## config.mk

```make
export PLATFORM = sky130hd
export DESIGN_NAME = partialproduct_accum_flat
export DESIGN_NICKNAME = d
export VERILOG_FILES = /design/src/rtl/partialproduct_accum_pkg.sv /design/src/rtl/partialproduct_accum_if.sv /design/src/rtl/partialproduct_accum_cadd.sv /design/src/rtl/partialproduct_accum.sv /design/src/flat_wrapper.sv
export SDC_FILE = /design/constraint.sdc
export NUM_CORES = 1
export LEC_CHECK = 0
export ABC_AREA = 1
export CAP_MARGIN = 10
export CORE_MARGIN = 8
export CORE_UTILIZATION = 32
export DETAILED_ROUTE_END_ITERATION = 10
export HOLD_SLACK_MARGIN = 0.03
export SETUP_SLACK_MARGIN = 0.02
export SLEW_MARGIN = 15
export SYNTH_ARGS = -nofsm -noshare
export SYNTH_HDL_FRONTEND = slang
export SYNTH_SLANG_ARGS = --single-unit
```

## constraint.sdc

```tcl
create_clock -name clk -period 3 [get_ports clk]
set_input_delay 0.9 -clock clk [delete_from_list [all_inputs] [get_ports clk]]
set_output_delay 0.9 -clock clk [all_outputs]
set_load 0.02 [all_outputs]
```

## src/rtl/partialproduct_accum_pkg.sv

```systemverilog
// Shared types and sizing helpers for the partial-product accumulator.
package pp_pkg;

    localparam int DEFAULT_DATA_WIDTH = 8;

    typedef enum logic [1:0] {
        PP_IDLE  = 2'd0,
        PP_ACCUM = 2'd1,
        PP_DONE  = 2'd2
    } pp_state_e;

    // Wide enough to hold the values 0..num_pp.
    function automatic int count_width(input int num_pp);
        return (num_pp < 1) ? 1 : $clog2(num_pp + 1);
    endfunction

endpackage

```

## src/rtl/partialproduct_accum_if.sv

```systemverilog
// Partial-product input and held-result output handshakes of the accumulator.
interface partialproduct_accum_if #(
    parameter int DATA_WIDTH = pp_pkg::DEFAULT_DATA_WIDTH
);
    import pp_pkg::*;

    // A transfer happens on a rising edge where valid && ready; the sender holds
    // data stable while valid is high and ready is low.
    logic                      pp_valid;
    logic                      pp_ready;
    logic [2*DATA_WIDTH-1:0]   pp_data;
    logic                      pp_cin;
    logic                      result_valid;
    logic                      result_ready;
    logic [2*DATA_WIDTH-1:0]   result_data;
    logic                      result_cout;

    modport master (
        output pp_valid, pp_data, pp_cin, result_ready,
        input  pp_ready, result_valid, result_data, result_cout
    );

    modport slave (
        input  pp_valid, pp_data, pp_cin, result_ready,
        output pp_ready, result_valid, result_data, result_cout
    );

endinterface

```

## src/rtl/partialproduct_accum_cadd.sv

```systemverilog
// Combinational adder with carry-in and carry-out.
module pp_cadd #(
    parameter int WIDTH = 16
) (
    input  logic [WIDTH-1:0] a,
    input  logic [WIDTH-1:0] b,
    input  logic             cin,
    output logic [WIDTH-1:0] sum,
    output logic             cout
);

    logic [WIDTH:0] full;

    assign full = {1'b0, a} + {1'b0, b} + {{WIDTH{1'b0}}, cin};
    assign sum  = full[WIDTH-1:0];
    assign cout = full[WIDTH];

endmodule

```

## src/rtl/partialproduct_accum.sv

```systemverilog
// Accumulates NUM_PP partial products with carry-in into a double-width sum and
// presents the product, plus a sticky carry-out, on a held result handshake.
module partialproduct_accum
    import pp_pkg::*;
#(
    parameter int DATA_WIDTH = DEFAULT_DATA_WIDTH,
    parameter int NUM_PP     = DATA_WIDTH
) (
    input  logic                   clk,
    input  logic                   reset,
    input  logic                   clear,
    partialproduct_accum_if.slave  bus,
    output pp_state_e              state
);

    localparam int W2 = 2 * DATA_WIDTH;
    localparam int CW = count_width(NUM_PP);

    pp_state_e         state_q;
    pp_state_e         next_state;
    logic [W2-1:0]     acc_q;
    logic              carry_q;
    logic [CW-1:0]     count_q;
    logic              ready_int;
    logic              accept;
    logic              last_pp;
    logic [W2-1:0]     add_a;
    logic [W2-1:0]     sum;
    logic              cout;

    assign accept = bus.pp_valid && ready_int;

    // count is stale in IDLE, so the first product term is judged on NUM_PP alone.
    assign last_pp = (state_q == PP_IDLE) ? (NUM_PP == 1)
                                          : (count_q == CW'(NUM_PP - 1));

    // Starting a product discards the previous sum rather than adding to it.
    assign add_a = (state_q == PP_IDLE) ? '0 : acc_q;

    pp_cadd #(.WIDTH(W2)) u_cadd (
        .a    (add_a),
        .b    (bus.pp_data),
        .cin  (bus.pp_cin),
        .sum  (sum),
        .cout (cout)
    );

    always_ff @(posedge clk) begin
        if (reset) begin
            state_q <= PP_IDLE;
        end else begin
            state_q <= next_state;
        end
    end

    always_comb begin
        next_state = state_q;
        if (clear) begin
            next_state = PP_IDLE;
        end else begin
            case (state_q)
                PP_IDLE, PP_ACCUM: if (accept) next_state = last_pp ? PP_DONE : PP_ACCUM;
                PP_DONE:           if (bus.result_ready) next_state = PP_IDLE;
                default:           next_state = PP_IDLE;
            endcase
        end
    end

    always_comb begin
        ready_int        = (state_q != PP_DONE);
        bus.pp_ready     = ready_int;
        bus.result_valid = (state_q == PP_DONE);
    end

    always_ff @(posedge clk) begin
        if (reset) begin
            acc_q   <= '0;
            carry_q <= 1'b0;
            count_q <= '0;
        end else if (clear) begin
            count_q <= '0;
        end else if (accept) begin
            acc_q   <= sum;
            carry_q <= ((state_q == PP_ACCUM) ? carry_q : 1'b0) | cout;
            count_q <= (state_q == PP_IDLE) ? CW'(1) : count_q + 1'b1;
        end
    end

    assign bus.result_data = acc_q;
    assign bus.result_cout = carry_q;
    assign state           = state_q;

endmodule

```

## src/flat_wrapper.sv

```systemverilog
// flat-port wrapper written by rule: the top's interface ports become plain ports
module partialproduct_accum_flat import pp_pkg::*;
#(
    parameter int DATA_WIDTH = DEFAULT_DATA_WIDTH,
    parameter int NUM_PP     = DATA_WIDTH
)
  (clk, reset, clear, state, bus_pp_valid, bus_pp_data, bus_pp_cin, bus_result_ready, bus_pp_ready, bus_result_valid, bus_result_data, bus_result_cout);
  partialproduct_accum_if #(.DATA_WIDTH(DATA_WIDTH)) bus_i ();
  input  logic clk;
  input  logic reset;
  input  logic clear;
  output pp_state_e state;
  input wire logic [$bits(bus_i.pp_valid)-1:0] bus_pp_valid;
  input wire logic [$bits(bus_i.pp_data)-1:0] bus_pp_data;
  input wire logic [$bits(bus_i.pp_cin)-1:0] bus_pp_cin;
  input wire logic [$bits(bus_i.result_ready)-1:0] bus_result_ready;
  output wire logic [$bits(bus_i.pp_ready)-1:0] bus_pp_ready;
  output wire logic [$bits(bus_i.result_valid)-1:0] bus_result_valid;
  output wire logic [$bits(bus_i.result_data)-1:0] bus_result_data;
  output wire logic [$bits(bus_i.result_cout)-1:0] bus_result_cout;
  assign bus_i.pp_valid = bus_pp_valid;
  assign bus_i.pp_data = bus_pp_data;
  assign bus_i.pp_cin = bus_pp_cin;
  assign bus_i.result_ready = bus_result_ready;
  assign bus_pp_ready = bus_i.pp_ready;
  assign bus_result_valid = bus_i.result_valid;
  assign bus_result_data = bus_i.result_data;
  assign bus_result_cout = bus_i.result_cout;
  partialproduct_accum #(.DATA_WIDTH(DATA_WIDTH), .NUM_PP(NUM_PP)) u_core (.clk(clk), .reset(reset), .clear(clear), .bus(bus_i), .state(state));
endmodule
```

==> results_dict.tcl <==
set metrics [dict create \
    status "finished clean" \
    die_h_um 96.4 \
    crit_chain "clkdlybuf4s50_1, inv_1, fa_1, fa_1, inv_1, nand3_1, nand3_1, nand2_1, nand2_1, nand2_1, nand2_1, nand2_1, a21oi_1" \
    hold_depth 2 \
    clock.fmax_ghz 0.359 \
    pre_cts_ws_ps -113 \
    hold_viol_final 0 \
    arrival_ps 3000 \
    clk_pin_slew_ps 100 \
    min_period_ps 2780 \
    crit_family "adder cells" \
    synthesis.nets 396 \
    post-dp-hpwl_um 4400 \
    grtUsageMet2_pct 21.7 \
    numPortBuffers 42 \
    syn_inst 356 \
    grt_use_met1_pct 16.1 \
    hold_class "flip-flop to flip-flop" \
    synth.distinct_cells 25 \
    rows 29 \
    grtUsageTotal_pct 12.8 \
    syn-cell-area_um2 2070 \
    path_common_cell "nand2_1" \
    clock-sinks 23 \
    htree_levels 1 \
    ant_nets 0 \
    place_area_um2 2560 \
    cts_tree "built" \
    grt_antenna_before_repair 0 \
    rsz0062_at_grt "no" \
    skew_ps 2.89 \
    ios 43 \
    gp_congestion 0.840 \
    area_growth_pct 26.4 \
    ir_drop_v 0.000159 \
    crit_path_max_incr_delay_ps 460 \
    critPathCaptureType "flip-flop" \
    grt.busiest_layer "met2" \
    synth_top_area_share_pct 22.3 \
    drt_wl_total_um 5540 \
    fin_ws_ps 216 \
    synth_seq_area_share_pct 22.3 \
    postCtsSetupBuffers 0 \
    worst_pin_slew_ps 385 \
    firstDrtPassIters 4 \
    cp_max_fo 3 \
    drive_gt1_share_pct 3.00 \
    required_ps 3220 \
    met3_usage_pct 2.32 \
    crit_cells 13 \
    synth_area_leaders "dfxtp_1 22%, nand2_1 18%, inv_1 16%" \
    yosysTopAreaCell "dfxtp_1" \
    vias_per_cell 4.58 \
    drt_first_iter_violations 91 \
    drc 0 \
    dieWidth_um 96.4 \
    start_util_pct 32.8 \
    vias 2186 \
    cp.buffers_inverters 3 \
    grt_pass1_wl_um 9520 \
    clk_path_buf_depth 2 \
    cp-start-kind "input pin" \
    seq_area_um2 460 \
    final_cell_mix "98 x nand2_1, 87 x inv_1, 42 x clkdlybuf4s50_1" \
    grt_overflow_total 0 \
    synth-seq-cells 23 \
    final_cell_area_um2 2610 \
    utilization_pct 41.4 \
    die_area_um2 9290 \
    core_area_um2 6310 \
    syn_area_per_cell_um2 5.81 \
    cts_made_buffers 3 \
    clockRootBuffer "clkbuf_8" \
    p_leak_nw 1.38 \
    multi_input_area_um2 1230 \
    fin_crit_sh_pct 92.8 \
    fillers 699 \
    worstSkewPairLatency_ps 280 \
    crit_type "input pin to flip-flop" \
    maxSlewViolCount 0 \
    reg2reg_depth 14 \
    max_cap_violations 0 \
    grt_start_max_net_pins 21 \
    grt_pass1_vias 2100 \
    cp_slowest_cell "clkdlybuf4s50_1" \
    n_antenna_cell 0 \
    power_density_nw_per_um2 295 \
    final_common_cell "nand2_1" \
    relSlewSlack_pct 74.3 \
    ys_warn_count 0 \
    setup_viol 0 \
    wl_per_cell_um 11.6 \
    final_nets 441 \
]
==> sequential cells by signal (all words and copies together), names as in the netlist <==
register,count
u_core.count_q,4
u_core.bus.result_cout,1
u_core.state,2
u_core.bus.result_data,16
==> tightest hold or removal path, delay by kind of cell, from the launching register on <==
kind                   cells  cell delay, ps
AOI/OAI and AO/OA          1              60
DFF                        1             320
buffers and inverters      1              60
==> what timing repair did <==
| action | in CTS | in global routing |
|---|---|---|
| endpoints found under the setup margin | 0 | 1 |
| endpoints found under the hold margin | 0 | 0 |
| gates resized for setup | 0 | 1 |
| hold buffers | 0 | 0 |
==> final timing paths <==
check                                          from                                     end  slack, ps
min          u_core.bus.result_data[2]$_SDFFE_PP0P_  u_core.bus.result_data[2]$_SDFFE_PP0P_        480
max                                      bus_pp_cin     u_core.bus.result_cout$_SDFFE_PP0P_        220
max reg2reg            u_core.state[0]$_SDFFE_PP0P_     u_core.bus.result_cout$_SDFFE_PP0P_        660
min reg2reg  u_core.bus.result_data[2]$_SDFFE_PP0P_  u_core.bus.result_data[2]$_SDFFE_PP0P_        480
==> Yosys cell counts (all sizes together) <==
library cell and n:
a211oi 1, a21oi 26, a311oi 1, and3 1, buf 5, dfxtp 23
fa 2, ha 16, inv 88, nand2 99, nand3 25, nand4 3
nor2 40, nor3 7, o211ai 3, o21ai 11, or2 1, xnor2 2
xor2 2
==> logic make-up after synthesis <==
family	synth area share [%]
compound gates	10.8
xor+xnor	1.69
fa+ha+maj	11.6
buf+inv	18.0
flops	22.3
simple gates	35.6
==> report_power, final <==
group | switching, mW | internal, mW
Clock | 0.121 | 0.0945
Sequential | 0.0114 | 0.322
Combinational | 0.124 | 0.0980
==> per-stage QoR <==
stage / cells / hold slack [ps] / power (mW) / setup TNS (ps)
2_1_floorplan: 356 / 452 / 0.473 / 0
3_3_place_gp: 473 / 467 / 0.562 / -95.8
3_5_place_dp: 473 / 467 / 0.563 / -283
4_1_cts: 477 / 482 / 0.781 / 0
5_1_grt: 477 / 519 / 0.824 / 0
6_report: 477 / 478 / 0.771 / 0
==> routing by layer <==
metal,vias to the layer above,wire (µm),part of all wire [%]
met4,0,72,1.3
met1,970,2640,48
met3,4,350,6.3
li1,1173,-,-
met5,-,0,0
met2,39,2480,45
==> layout make-up <==
class	instances	share of cell area, %
multi-input combinational	240	47.2
sequential	23	17.6
timing repair buffer	45	16.9
inverter	88	12.6
tap	77	3.69
clock buffer	3	1.58
clock inverter	1	0.287
Power figures use the tool's default switching activity.
